`config.mk`:
```
export PLATFORM = sky130hd
export DESIGN_NAME = trap_request_unit_flat
export DESIGN_NICKNAME = d
export VERILOG_FILES = /design/src/rtl/trap_request_unit_if.sv /design/src/rtl/trap_request_unit.sv /design/src/flat_wrapper.sv
export SDC_FILE = /design/constraint.sdc
export NUM_CORES = 1
export LEC_CHECK = 0
export ABC_AREA = 1
export ABC_CLOCK_PERIOD_IN_PS = 3550
export CAP_MARGIN = 15
export CORE_MARGIN = 4
export CORE_UTILIZATION = 38
export CTS_CLUSTER_DIAMETER = 120
export DETAILED_ROUTE_END_ITERATION = 10
export PLACE_DENSITY = 0.82
export RECOVER_POWER = 100
export SLEW_MARGIN = 40
export SYNTH_ARGS = -nofsm -noshare
export SYNTH_HDL_FRONTEND = slang
export SYNTH_SLANG_ARGS = --single-unit
```
`constraint.sdc`:
```
create_clock -name clk -period 3.55 [get_ports clk]
set_input_delay 0.355 -clock clk [delete_from_list [all_inputs] [get_ports clk]]
set_output_delay 0.355 -clock clk [all_outputs]
set_load 0.02 [all_outputs]
```
`src/rtl/trap_request_unit_if.sv`:
```
// ----------------------------------------------------------------------------
// trap_request_unit_if
// Handshake between the pipeline-side trap requester and the machine CSR file.
//   trap_sources  : 1-cycle trap request pulse           (requester -> CSR)
//   trap_instr_pc : PC of the trapping instruction       (requester -> CSR)
//   trap_cause    : zero-extended exception cause        (requester -> CSR)
//   is_mret       : 1-cycle MRET request pulse           (requester -> CSR)
//   flush_trap    : ack, trap taken, next_pc valid       (CSR -> requester)
//   csr_update_pc : ack, MRET taken, next_pc valid       (CSR -> requester)
//   next_pc       : redirect target (mtvec or mepc)      (CSR -> requester)
// Modports: master = requester side, slave = CSR side.
// ----------------------------------------------------------------------------
interface trap_request_unit_if;
    logic        trap_sources;
    logic [31:0] trap_instr_pc;
    logic [31:0] trap_cause;
    logic        is_mret;
    logic        flush_trap;
    logic        csr_update_pc;
    logic [31:0] next_pc;

    modport master (
        output trap_sources, trap_instr_pc, trap_cause, is_mret,
        input  flush_trap, csr_update_pc, next_pc
    );

    modport slave (
        input  trap_sources, trap_instr_pc, trap_cause, is_mret,
        output flush_trap, csr_update_pc, next_pc
    );
endinterface

```
`src/rtl/trap_request_unit.sv`:
```
// ----------------------------------------------------------------------------
// trap_request_unit
// Pipeline-side initiator for the CSR trap/return interface. Picks the oldest
// pending exception (or an MRET), pulses the request to the CSR file, waits
// for its acknowledge, then redirects fetch and flushes the pipeline.
//
// Ports:
//   clk, reset       : clock (rising edge), asynchronous active-high reset
//   src_valid        : per-stage exception request (index NSRC-1 = oldest)
//   src_pc/src_cause : flattened per-source PC (32b) and cause (5b)
//   mret_req         : MRET reached EX
//   csr              : CSR handshake interface (master modport)
//   irq_in/irq_out   : external interrupt, gated off while a trap is in flight
//   stall, flush     : pipeline freeze / kill
//   redirect_valid   : 1-cycle load of redirect_pc into the PC
//   redirect_pc      : captured CSR target
//   err_timeout      : sticky, CSR never acknowledged (cleared only by reset)
//
// Build option: define TRAP_IRQ_SYNC_EN to pass irq_in through a 2-flop
// synchronizer before gating; otherwise irq_out is combinational.
// ----------------------------------------------------------------------------
module trap_request_unit #(
    parameter int NSRC         = 4,
    parameter int ACK_TIMEOUT  = 8,
    parameter int DRAIN_CYCLES = 2
) (
    input  logic                 clk,
    input  logic                 reset,
    input  logic [NSRC-1:0]      src_valid,
    input  logic [32*NSRC-1:0]   src_pc,
    input  logic [5*NSRC-1:0]    src_cause,
    input  logic                 mret_req,
    trap_request_unit_if.master  csr,
    input  logic                 irq_in,
    output logic                 irq_out,
    output logic                 stall,
    output logic                 flush,
    output logic                 redirect_valid,
    output logic [31:0]          redirect_pc,
    output logic                 err_timeout
);

    typedef enum logic [2:0] {
        ST_IDLE     = 3'd0,
        ST_ISSUE    = 3'd1,
        ST_WAIT     = 3'd2,
        ST_REDIRECT = 3'd3,
        ST_DRAIN    = 3'd4
    } state_t;

    localparam logic [7:0] ACK_LAST   = 8'(ACK_TIMEOUT - 1);
    localparam logic [7:0] DRAIN_LAST = 8'(DRAIN_CYCLES - 1);

    state_t      state_r;
    logic [7:0]  cnt_r;        // shared by WAIT (ack timeout) and DRAIN
    logic        kind_trap_r;  // 1 = trap in flight, 0 = MRET in flight
    logic        any_src_s;
    logic [31:0] sel_pc_s;
    logic [4:0]  sel_cause_s;
    logic        ack_s;

    assign any_src_s = |src_valid;
    // Only the acknowledge matching the request kind counts.
    assign ack_s     = kind_trap_r ? csr.flush_trap : csr.csr_update_pc;

    // Oldest-source select: ascending scan, so the highest set index wins.
    always_comb begin
        sel_pc_s    = 32'd0;
        sel_cause_s = 5'd0;
        for (int i = 0; i < NSRC; i++) begin
            if (src_valid[i]) begin
                sel_pc_s    = src_pc[32*i +: 32];
                sel_cause_s = src_cause[5*i +: 5];
            end else begin
                sel_pc_s    = sel_pc_s;
                sel_cause_s = sel_cause_s;
            end
        end
    end

    // Request FSM with all handshake and pipeline-control outputs registered.
    always_ff @(posedge clk or posedge reset) begin
        if (reset) begin
            state_r           <= ST_IDLE;
            cnt_r             <= 8'd0;
            kind_trap_r       <= 1'b0;
            csr.trap_sources  <= 1'b0;
            csr.trap_instr_pc <= 32'd0;
            csr.trap_cause    <= 32'd0;
            csr.is_mret       <= 1'b0;
            stall             <= 1'b0;
            flush             <= 1'b0;
            redirect_valid    <= 1'b0;
            redirect_pc       <= 32'd0;
            err_timeout       <= 1'b0;
        end else begin
            case (state_r)
                ST_IDLE: begin
                    // An exception always beats a simultaneous MRET; the MRET
                    // instruction is younger and gets flushed.
                    if (any_src_s) begin
                        state_r           <= ST_ISSUE;
                        kind_trap_r       <= 1'b1;
                        csr.trap_instr_pc <= sel_pc_s;
                        csr.trap_cause    <= {27'd0, sel_cause_s};
                        csr.trap_sources  <= 1'b1;
                        stall             <= 1'b1;
                    end else if (mret_req) begin
                        state_r     <= ST_ISSUE;
                        kind_trap_r <= 1'b0;
                        csr.is_mret <= 1'b1;
                        stall       <= 1'b1;
                    end else begin
                        stall <= 1'b0;
                        flush <= 1'b0;
                    end
                end
                ST_ISSUE: begin
                    csr.trap_sources <= 1'b0;
                    csr.is_mret      <= 1'b0;
                    cnt_r            <= 8'd0;
                    state_r          <= ST_WAIT;
                end
                ST_WAIT: begin
                    // Ack is checked first so an ack on the final cycle wins.
                    if (ack_s) begin
                        redirect_pc    <= csr.next_pc;
                        redirect_valid <= 1'b1;
                        flush          <= 1'b1;
                        cnt_r          <= 8'd0;
                        state_r        <= ST_REDIRECT;
                    end else if (cnt_r == ACK_LAST) begin
                        err_timeout <= 1'b1;
                        flush       <= 1'b1;
                        cnt_r       <= 8'd0;
                        state_r     <= ST_DRAIN;
                    end else begin
                        cnt_r <= cnt_r + 8'd1;
                    end
                end
                ST_REDIRECT: begin
                    redirect_valid <= 1'b0;
                    cnt_r          <= 8'd0;
                    state_r        <= ST_DRAIN;
                end
                ST_DRAIN: begin
                    if (cnt_r == DRAIN_LAST) begin
                        flush   <= 1'b0;
                        stall   <= 1'b0;
                        cnt_r   <= 8'd0;
                        state_r <= ST_IDLE;
                    end else begin
                        cnt_r <= cnt_r + 8'd1;
                    end
                end
                default: begin
                    state_r          <= ST_IDLE;
                    cnt_r            <= 8'd0;
                    csr.trap_sources <= 1'b0;
                    csr.is_mret      <= 1'b0;
                    redirect_valid   <= 1'b0;
                    flush            <= 1'b0;
                    stall            <= 1'b0;
                end
            endcase
        end
    end

`ifdef TRAP_IRQ_SYNC_EN
    logic irq_meta_r;
    logic irq_sync_r;

    // Two-flop synchronizer for the asynchronous external interrupt line.
    always_ff @(posedge clk or posedge reset) begin
        if (reset) begin
            irq_meta_r <= 1'b0;
            irq_sync_r <= 1'b0;
        end else begin
            irq_meta_r <= irq_in;
            irq_sync_r <= irq_meta_r;
        end
    end

    // Interrupts are hidden while a trap or MRET is in flight.
    assign irq_out = irq_sync_r & (state_r == ST_IDLE);
`else
    // Interrupts are hidden while a trap or MRET is in flight; reset masks
    // the raw line so every output reads 0 during reset.
    assign irq_out = irq_in & (state_r == ST_IDLE) & ~reset;
`endif

endmodule

```
`src/flat_wrapper.sv`:
```
// flat-port wrapper written by rule: the top's interface ports become plain ports
module trap_request_unit_flat 
#(
    parameter int NSRC         = 4,
    parameter int ACK_TIMEOUT  = 8,
    parameter int DRAIN_CYCLES = 2
)
  (clk, reset, src_valid, src_pc, src_cause, mret_req, irq_in, irq_out, stall, flush, redirect_valid, redirect_pc, err_timeout, csr_trap_sources, csr_trap_instr_pc, csr_trap_cause, csr_is_mret, csr_flush_trap, csr_csr_update_pc, csr_next_pc);
  trap_request_unit_if csr_i ();
  input  logic clk;
  input  logic reset;
  input  logic [NSRC-1:0] src_valid;
  input  logic [32*NSRC-1:0] src_pc;
  input  logic [5*NSRC-1:0] src_cause;
  input  logic mret_req;
  input  logic irq_in;
  output logic irq_out;
  output logic stall;
  output logic flush;
  output logic redirect_valid;
  output logic [31:0] redirect_pc;
  output logic err_timeout;
  output wire logic [$bits(csr_i.trap_sources)-1:0] csr_trap_sources;
  output wire logic [$bits(csr_i.trap_instr_pc)-1:0] csr_trap_instr_pc;
  output wire logic [$bits(csr_i.trap_cause)-1:0] csr_trap_cause;
  output wire logic [$bits(csr_i.is_mret)-1:0] csr_is_mret;
  input wire logic [$bits(csr_i.flush_trap)-1:0] csr_flush_trap;
  input wire logic [$bits(csr_i.csr_update_pc)-1:0] csr_csr_update_pc;
  input wire logic [$bits(csr_i.next_pc)-1:0] csr_next_pc;
  assign csr_trap_sources = csr_i.trap_sources;
  assign csr_trap_instr_pc = csr_i.trap_instr_pc;
  assign csr_trap_cause = csr_i.trap_cause;
  assign csr_is_mret = csr_i.is_mret;
  assign csr_i.flush_trap = csr_flush_trap;
  assign csr_i.csr_update_pc = csr_csr_update_pc;
  assign csr_i.next_pc = csr_next_pc;
  trap_request_unit #(.NSRC(NSRC), .ACK_TIMEOUT(ACK_TIMEOUT), .DRAIN_CYCLES(DRAIN_CYCLES)) u_core (.clk(clk), .reset(reset), .src_valid(src_valid), .src_pc(src_pc), .src_cause(src_cause), .mret_req(mret_req), .csr(csr_i), .irq_in(irq_in), .irq_out(irq_out), .stall(stall), .flush(flush), .redirect_valid(redirect_valid), .redirect_pc(redirect_pc), .err_timeout(err_timeout));
endmodule
```
# Word level (Yosys, flattened, before mapping)
# Index checks and enable logic that the tools add are counted.
word_totals:
  word_cells: 89
  input_bits: 190
  regBits: 87
classes:
  n_eq_ne: 14
  mux: 37
  n_bitwise: 8
  reduce_logical: 17
  addsub: 1
ops:
  columns: ["operator", "n"]
  rows:
  - ["$mux 32", 4]
  - ["$mux 8", 3]
  - ["$pmux 8 s3", 1]
  - ["$mux 5", 4]
  - ["$mux 3", 5]
  - ["$pmux 3 s5", 1]
  - ["$mux 1", 14]
  - ["$reduce_and 2->1", 6]
  - ["$reduce_and 3->1", 3]
  - ["$reduce_or 3->1", 3]
  - ["$add 8x1->8 const B", 1]
  - ["$eq 8x1->1 const B", 1]
  - ["$eq 8x3->1 const B", 1]
  - ["$eq 3x2->1 const B", 2]
  - ["$ne 2x1->1 const B", 3]
  - ["$ne 2x2->1 const B", 3]
  - ["$not 1->1", 6]
  - ["$pmux 1 s2", 3]
  - ["$reduce_and 5->1", 1]
  - ["$pmux 1 s4", 1]
  - ["$reduce_or 4->1", 1]
  - ["$eq 3x1->1 const B", 1]
  - ["$eq 3x3->1 const B", 1]
  - ["$logic_not 3->1", 1]
  - ["other kinds (6)", 7]

# Logic depth before layout (Yosys ltp)
# Gate-level depths: netlist (run 1).
logic_depth:
  word_depth: 4
  mapped_depth: 9
  ltp_nobuf: 8

# Worst setup path after synthesis (run 1)
# No wires, ideal clock.
synth_path:
  kind: "input-to-output"
  from: "input reset"
  to: "output irq_out"
  stages: 3
  arrival_ps: 2648
  slack_ps: 547
  path_buffers: 0
  required_time_ps: 3195
  path_cell_list: "inv_1 nand2_1 nor2_1"
synth_between:
  elab_chain_cells: 2
synth_lines:
  columns: ["item", "line", "source"]
  rows:
  - ["start: declaration", "flat_wrapper.sv:11", "input logic reset;"]
  - ["$not 1->1", "trap_request_unit.sv:189", "assign irq_out = irq_in & (state_r == ST_IDLE) & ~reset;"]
  - ["$and 1x1->1", "trap_request_unit.sv:189", null]
  - ["end: declaration", "flat_wrapper.sv:17", "output logic irq_out;"]
# Every way passes these cells.

# Final worst setup path (run 1)
layout_path:
  from: "register u_core.state_r[1]"
  to: "register u_core.csr.trap_cause[3]"
layout_between:
  elab_chain_cells: 2
layout_lines:
  columns: ["item", "line", "source"]
  rows:
  - ["start: declaration", "trap_request_unit.sv:54", "state_t state_r;"]
  - ["start signal: assignment", "trap_request_unit.sv:84", "state_r <= ST_IDLE;"]
  - ["start signal: assignment", "trap_request_unit.sv:102", "state_r <= ST_ISSUE;"]
  - ["start signal: assignment", "trap_request_unit.sv:109", "state_r <= ST_ISSUE;"]
  - ["$logic_not 3->1", "trap_request_unit.sv:97", "case (state_r)"]
  - ["$reduce_and 2->1 (no line)", null, null]
  - ["end signal: assignment", "trap_request_unit.sv:105", "csr.trap_cause <= {27'd0, sel_cause_s};"]
  - ["end: declaration", "trap_request_unit_if.sv:23", "output trap_sources, trap_instr_pc, trap_cause, is_mret,"]
# Every way passes these cells.
# A chain may end at the register's enable or synchronous reset.

==> results of run 1 <==
==> power by group <==
part	total, mW	internal (mW)	switching, mW
Combinational	2.71	1.11	1.60
Sequential	1.68	1.43	0.248
Clock	0.985	0.576	0.409
Total	5.37	3.12	2.25
==> Yosys cell counts, drive strengths merged, types with 2 or more instances <==
master,number
nand2,203
a21oi,115
dfrtp,87
nor2,63
buf,55
o211ai,41
inv,26
nand3,9
clkbuf,7
o21ai,7
xor2,4
ha,2
nand4,2
==> sequential cells by signal, indices dropped and copies added (netlist names) <==
name / count
u_core.cnt_r: 8
u_core.kind_trap_r: 1
u_core.redirect_valid: 1
u_core.redirect_pc: 32
u_core.csr.trap_instr_pc: 32
u_core.csr.trap_sources: 1
u_core.flush: 1
u_core.csr.is_mret: 1
u_core.state_r: 3
u_core.csr.trap_cause: 5
u_core.err_timeout: 1
u_core.stall: 1
==> per-layer routing <==
metal | share of wire | wire [um] | GRT usage | vias up
li1 | - | - | - | 2497
met1 | 0.39 | 6693 | 0.2652 | 2375
met2 | 0.51 | 8765 | 0.4069 | 212
met3 | 0.081 | 1394 | 0.05940 | 33
met4 | 0.027 | 459 | 0.07790 | 0
met5 | 0 | 0 | 0 | -
==> cell type report <==
cell class	instances	share of cell area
clock buffer	10	0.03099
clock inverter	6	0.009573
inverter	26	0.01298
multi-input combinational	475	0.2857
sequential	87	0.2823
tap	168	0.02726
timing repair buffer	273	0.3511
==> worst reg2reg max path, cell delays in order (launching register included) <==
cell and delay [ns]:
dfrtp_1 0.42, nor2_1 0.08, nand2_1 0.28, clkinvlp_2 0.41, nand2_4 0.51, inv_2 0.44, nor2_1 0.22, a21oi_1 0.06
==> cells by family (layout without fill, tap and decap cells) <==
kind of cell,after synthesis,count (layout)
compound gates,164,164
xor+xnor,5,5
fa+ha+maj,2,2
buf+inv,88,315
flops,87,87
other cells,1,27
simple gates,277,277
==> per-stage QoR <==
step / area (sq um) / total power, mW
2_1_floorplan: 4931 / 3.353
3_3_place_gp: 7428 / 4.539
3_5_place_dp: 7428 / 4.607
4_1_cts: 7741 / 5.620
5_1_grt: 7711 / 5.734
6_report: 7711 / 5.370
==> final timing paths <==
path,startpoint,to,cells past startpoint,slack [ns]
setup / recovery,u_core.state_r[1],u_core.csr.trap_cause[3],7,1.0
hold / removal,u_core.redirect_pc[31],u_core.redirect_pc[31],2,0.47
setup reg to reg,u_core.state_r[1],u_core.csr.trap_cause[3],7,1.0
hold reg to reg,u_core.redirect_pc[31],u_core.redirect_pc[31],2,0.47
max in group asynchronous,reset,u_core.csr.trap_instr_pc[29],4,1.25
min in group asynchronous,reset,u_core.csr.is_mret,3,1.06
==> flow_summary.ini, run 1 <==
[logic_synthesis]
synth-xor-area-share = 0.009060
synthArstFlopShare = 1.000
ys_seq_area_frac = 0.4504
synth_edf_count = 0
synth_top_family_by_area = simple AND/OR/NAND/NOR gates
synthMuxAreaShare = 0
synth_top_cell_area_share = 0.4504
ys_types = 27
yosysWarnings = 0
synthSimpleGateAreaFrac = 0.2242
netlist_instances = 624
syn_avg_cell_area_sq_um = 7.746
ys_top_cells_by_area = dfrtp_1, nand2_1, a21oi_1
synth_compound_area_frac = 0.2024
yosysTopAreaCell = dfrtp_1
synth-seq-cells = 87
synthFlopType = dfrtp_1
synth_area_sq_mm = 0.004833
synth_fa_ha_area_frac = 0.005177

[global_routing]
grt_pass1_wl_um = 26270
antenna_found_initial = 0
grt-ovfl-total = 0
grt_pass1_vias = 5076
grt_usage = 0.2283
grt_max_degree = 62

[setup_path]
cp-start-kind = flip-flop
crit_arrival_ns = 2.76
crit_path_max_fanout = 40
crit_buf_inv = 2
path_cells = nor2_1, nand2_1, clkinvlp_2, nand2_4, inv_2, nor2_1, a21oi_1
slowest_stage = nand2_4
required_ns = 3.76
end_kind = flip-flop
cp_common_cell = nor2_1
critical-path-top-delay-family = simple AND/OR/NAND/NOR gates
slowest_delay_ns = 0.51
critPathKind = flip-flop to flip-flop

[placed_design]
dp.cells = 1029
hpwl_um = 13070
portBuffers = 265
pre_cts_slack_ns = 1.215
gp_congestion = 0.8745

[cells_and_area]
nFillCells = 1086
layout.nets = 1064
areaGrowthSynthToFinish_pct = 59.54
multi_input_area_sq_mm = 0.002203
mostFrequentLayoutCells = nand2_1, clkdlybuf4s50_1, a21oi_1
drive_gt1_frac = 0.04903
final_cells = 1045
ff_latch_area_sq_mm = 0.002177
fin_util = 0.6315
antenna_cells = 0
final_common_cell = nand2_1

[clock_network]
clock_sinks = 87
cts.root.buffer_cell = clkbuf_16
post-cts-setup-buffers = 0
clk_latency_ns = 0.33
cts_tree = yes
cts_resized = 0
cts_hold_buf = 0
cts.htree.levels = 3
clkSlewWorstSetupHoldPaths_ns = 0.07
clockBufferDepth = 2
cts_buffers = 9

[sta]
setup-violations-final = 0
slew_headroom = -0.01202
final-hold-violation-count = 0
slew_viol_final = 28
finClkSkew_ns = 0.005982
min_period_over_period = 0.7190
final.setup.tns_ns = 0
fin_crit_ns = 2.552
tightest_slew_ns = 1.518
hold-worst-slack_ns = 0.4721
layout_setup_ws_ns = 0.9976
rsz0062_at_grt = no
max_freq_mhz = 391.8

[pwr]
p_per_area_mw_per_mm2 = 696.4
ir_drop_mv = 0.3672
p_leak_nw = 3.426

[outcome]
failed_checks = max-capacitance violations, max-slew violations
status = complete, but fails checks

[detailed_routing]
num_vias = 5117
drcViolationCount = 0
postRouteAntennaNets = 0
drt-initial-drc-count = 209
wire_per_inst_um = 16.57
drt-pass1-iter-count = 4
wl_um = 17310
drt-vias-per-instance = 4.897

[die]
die_area_sq_mm = 0.01459
dieHeight_um = 120.8
io_pins = 293
core_sq_mm = 0.01221
initial_utilization = 0.3958
die_w_um = 120.8
rows = 40

[run]
drv_cap = 1

[hold_path]
min_path_type = flip-flop to flip-flop
Note: power is estimated with default switching activity, not from simulation.
==> run 2, diff against run 1 <==
- ABC_CLOCK_PERIOD_IN_PS: 3550 -> 2600
- clock period: 3.55 -> 2.6 ns (I/O delays scaled with it)
==> flow_summary.ini, run 2 (synthesis results as in run 1) <==
[setup_path]
slowest_delay_ns = 0.67
slowest_stage = clkbuf_2
path_cells = dlygate4sd3_1, buf_4, nor2_1, nand2_1, nand2_4, clkbuf_2, o211ai_1, a21oi_1
worst-r2r-cell-count = 7
cp-start-kind = primary input
required_ns = 2.86
critPathKind = primary input to flip-flop
crit_arrival_ns = 2.39
end_kind = flip-flop
crit_path_max_fanout = 39

[detailed_routing]
drt-vias-per-instance = 4.785
postRouteAntennaNets = 0
drt-pass1-iter-count = 4
wl_um = 16610
wire_per_inst_um = 15.84
num_vias = 5019
drt-initial-drc-count = 235
drcViolationCount = 0

[placed_design]
place_area_sq_mm = 0.007473
portBuffers = 265
pre_cts_slack_ns = 0.5395
gp_congestion = 0.8574
hpwl_um = 12620

[clock_network]
clkSlewWorstSetupHoldPaths_ns = 0.07
clk_latency_ns = 0.34
post-cts-setup-buffers = 0
cts.htree.levels = 3
clockBufferDepth = 2
cts_tree = yes
cts_hold_buf = 0
clock_sinks = 87
cts_resized = 0
cts_buffers = 9
cts.root.buffer_cell = clkbuf_16

[sta]
final-hold-violation-count = 0
slew_viol_final = 0
setup-violations-final = 0
final.setup.tns_ns = 0
fin_crit_ns = 2.125
finClkSkew_ns = 0.009667
layout_setup_ws_ns = 0.4755
max_freq_mhz = 470.7
slew_headroom = 0.3960
rsz0062_at_grt = no
tightest_slew_ns = 0.9060
min_period_over_period = 0.8171

[hold_path]
min_path_type = primary input to flip-flop
whs_path_depth = 3

[cells_and_area]
nFillCells = 1082
final_common_cell = nand2_1
layout.nets = 1068
mostFrequentLayoutCells = nand2_1, clkdlybuf4s50_1, a21oi_1
areaGrowthSynthToFinish_pct = 59.85
antenna_cells = 0
reg_top3 = u_core.csr.trap_instr_pc (32), u_core.redirect_pc (32), u_core.cnt_r (8)
drive_gt1_frac = 0.05562
final_cell_area_sq_mm = 0.007726

[global_routing]
met2_usage = 0.3915
grt_busiest_layer = met2
grt_pass1_vias = 5128
grt_pass1_wl_um = 25700
grt_util_met3 = 0.06688
grt-ovfl-total = 0
global_route.usage.met1 = 0.2553
grt_max_degree = 52
grt_usage = 0.2220
antenna_found_initial = 0

[pwr]
p_per_area_mw_per_mm2 = 938.1
ir_drop_mv = 0.4982
p_leak_nw = 3.437

[die]
rows = 40
die_area_sq_mm = 0.01459
dieHeight_um = 120.8
die_w_um = 120.8
core_sq_mm = 0.01221
io_pins = 293
initial_utilization = 0.3958

[run]
drv_cap = 0

[outcome]
status = completed
[run 2: changes by cell type in the layout (fill, tap and decap cells not counted), moves of 2 or more]
cell	previous run	this run
buf_4	6	8
clkbuf_2	0	3
clkinvlp_4	0	2
inv_6	4	2
[run 2: final cells by class]
class	instances	area [sq um]	area share
clock inverters	7	55.05	0.007126
repair buffers	277	2743	0.3550
clock buffers	9	225.2	0.02915
multi-input cells	475	2215	0.2866
flip-flops and latches	87	2177	0.2818
inverters	26	101.3	0.01312
well taps	168	210.2	0.02721
[run 2: where the power goes]
part,internal (mW),leakage [nW],total (mW),switching (mW)
clock network,0.656,0.132,1.22,0.561
registers,1.95,1.06,2.28,0.324
logic,1.57,2.25,3.75,2.19
[run 2: final timing paths]
kind,to,startpoint,slack [ns]
max in group asynchronous,u_core.csr.trap_cause[4],reset,0.56
worst min register to register,u_core.redirect_pc[6],u_core.redirect_pc[6],0.47
min in group asynchronous,u_core.redirect_pc[30],reset,0.82
worst max register to register,u_core.csr.trap_instr_pc[4],u_core.state_r[1],0.68
worst min-delay path,u_core.csr.trap_instr_pc[2],src_valid[3],0.40
worst max-delay path,u_core.csr.is_mret,src_valid[1],0.48
[run 2: routing by layer]
layer | part of all wire | up-vias
met5 | 0 | -
met4 | 0.024 | 0
met3 | 0.084 | 29
met2 | 0.50 | 197
met1 | 0.39 | 2279
li1 | - | 2514
[run 2: critical path, delay by kind of cell]
kind | cells | cell delay (ns)
buffers and inverters | 3 | 1.43
AOI/OAI and AO/OA | 2 | 0.34
and+or+nand+nor | 3 | 0.33
[run 2: through the flow]
stage	hold slack (ns)	std cells	util	total power, mW
floorplan	0.3696	650	-	4.579
global placement	0.4603	1033	0.6120	6.237
detailed placement	0.4644	1033	0.6120	6.319
CTS	0.3874	1049	0.6349	7.581
global route	0.4203	1049	0.6327	7.757
finish	0.4020	1049	0.6327	7.248
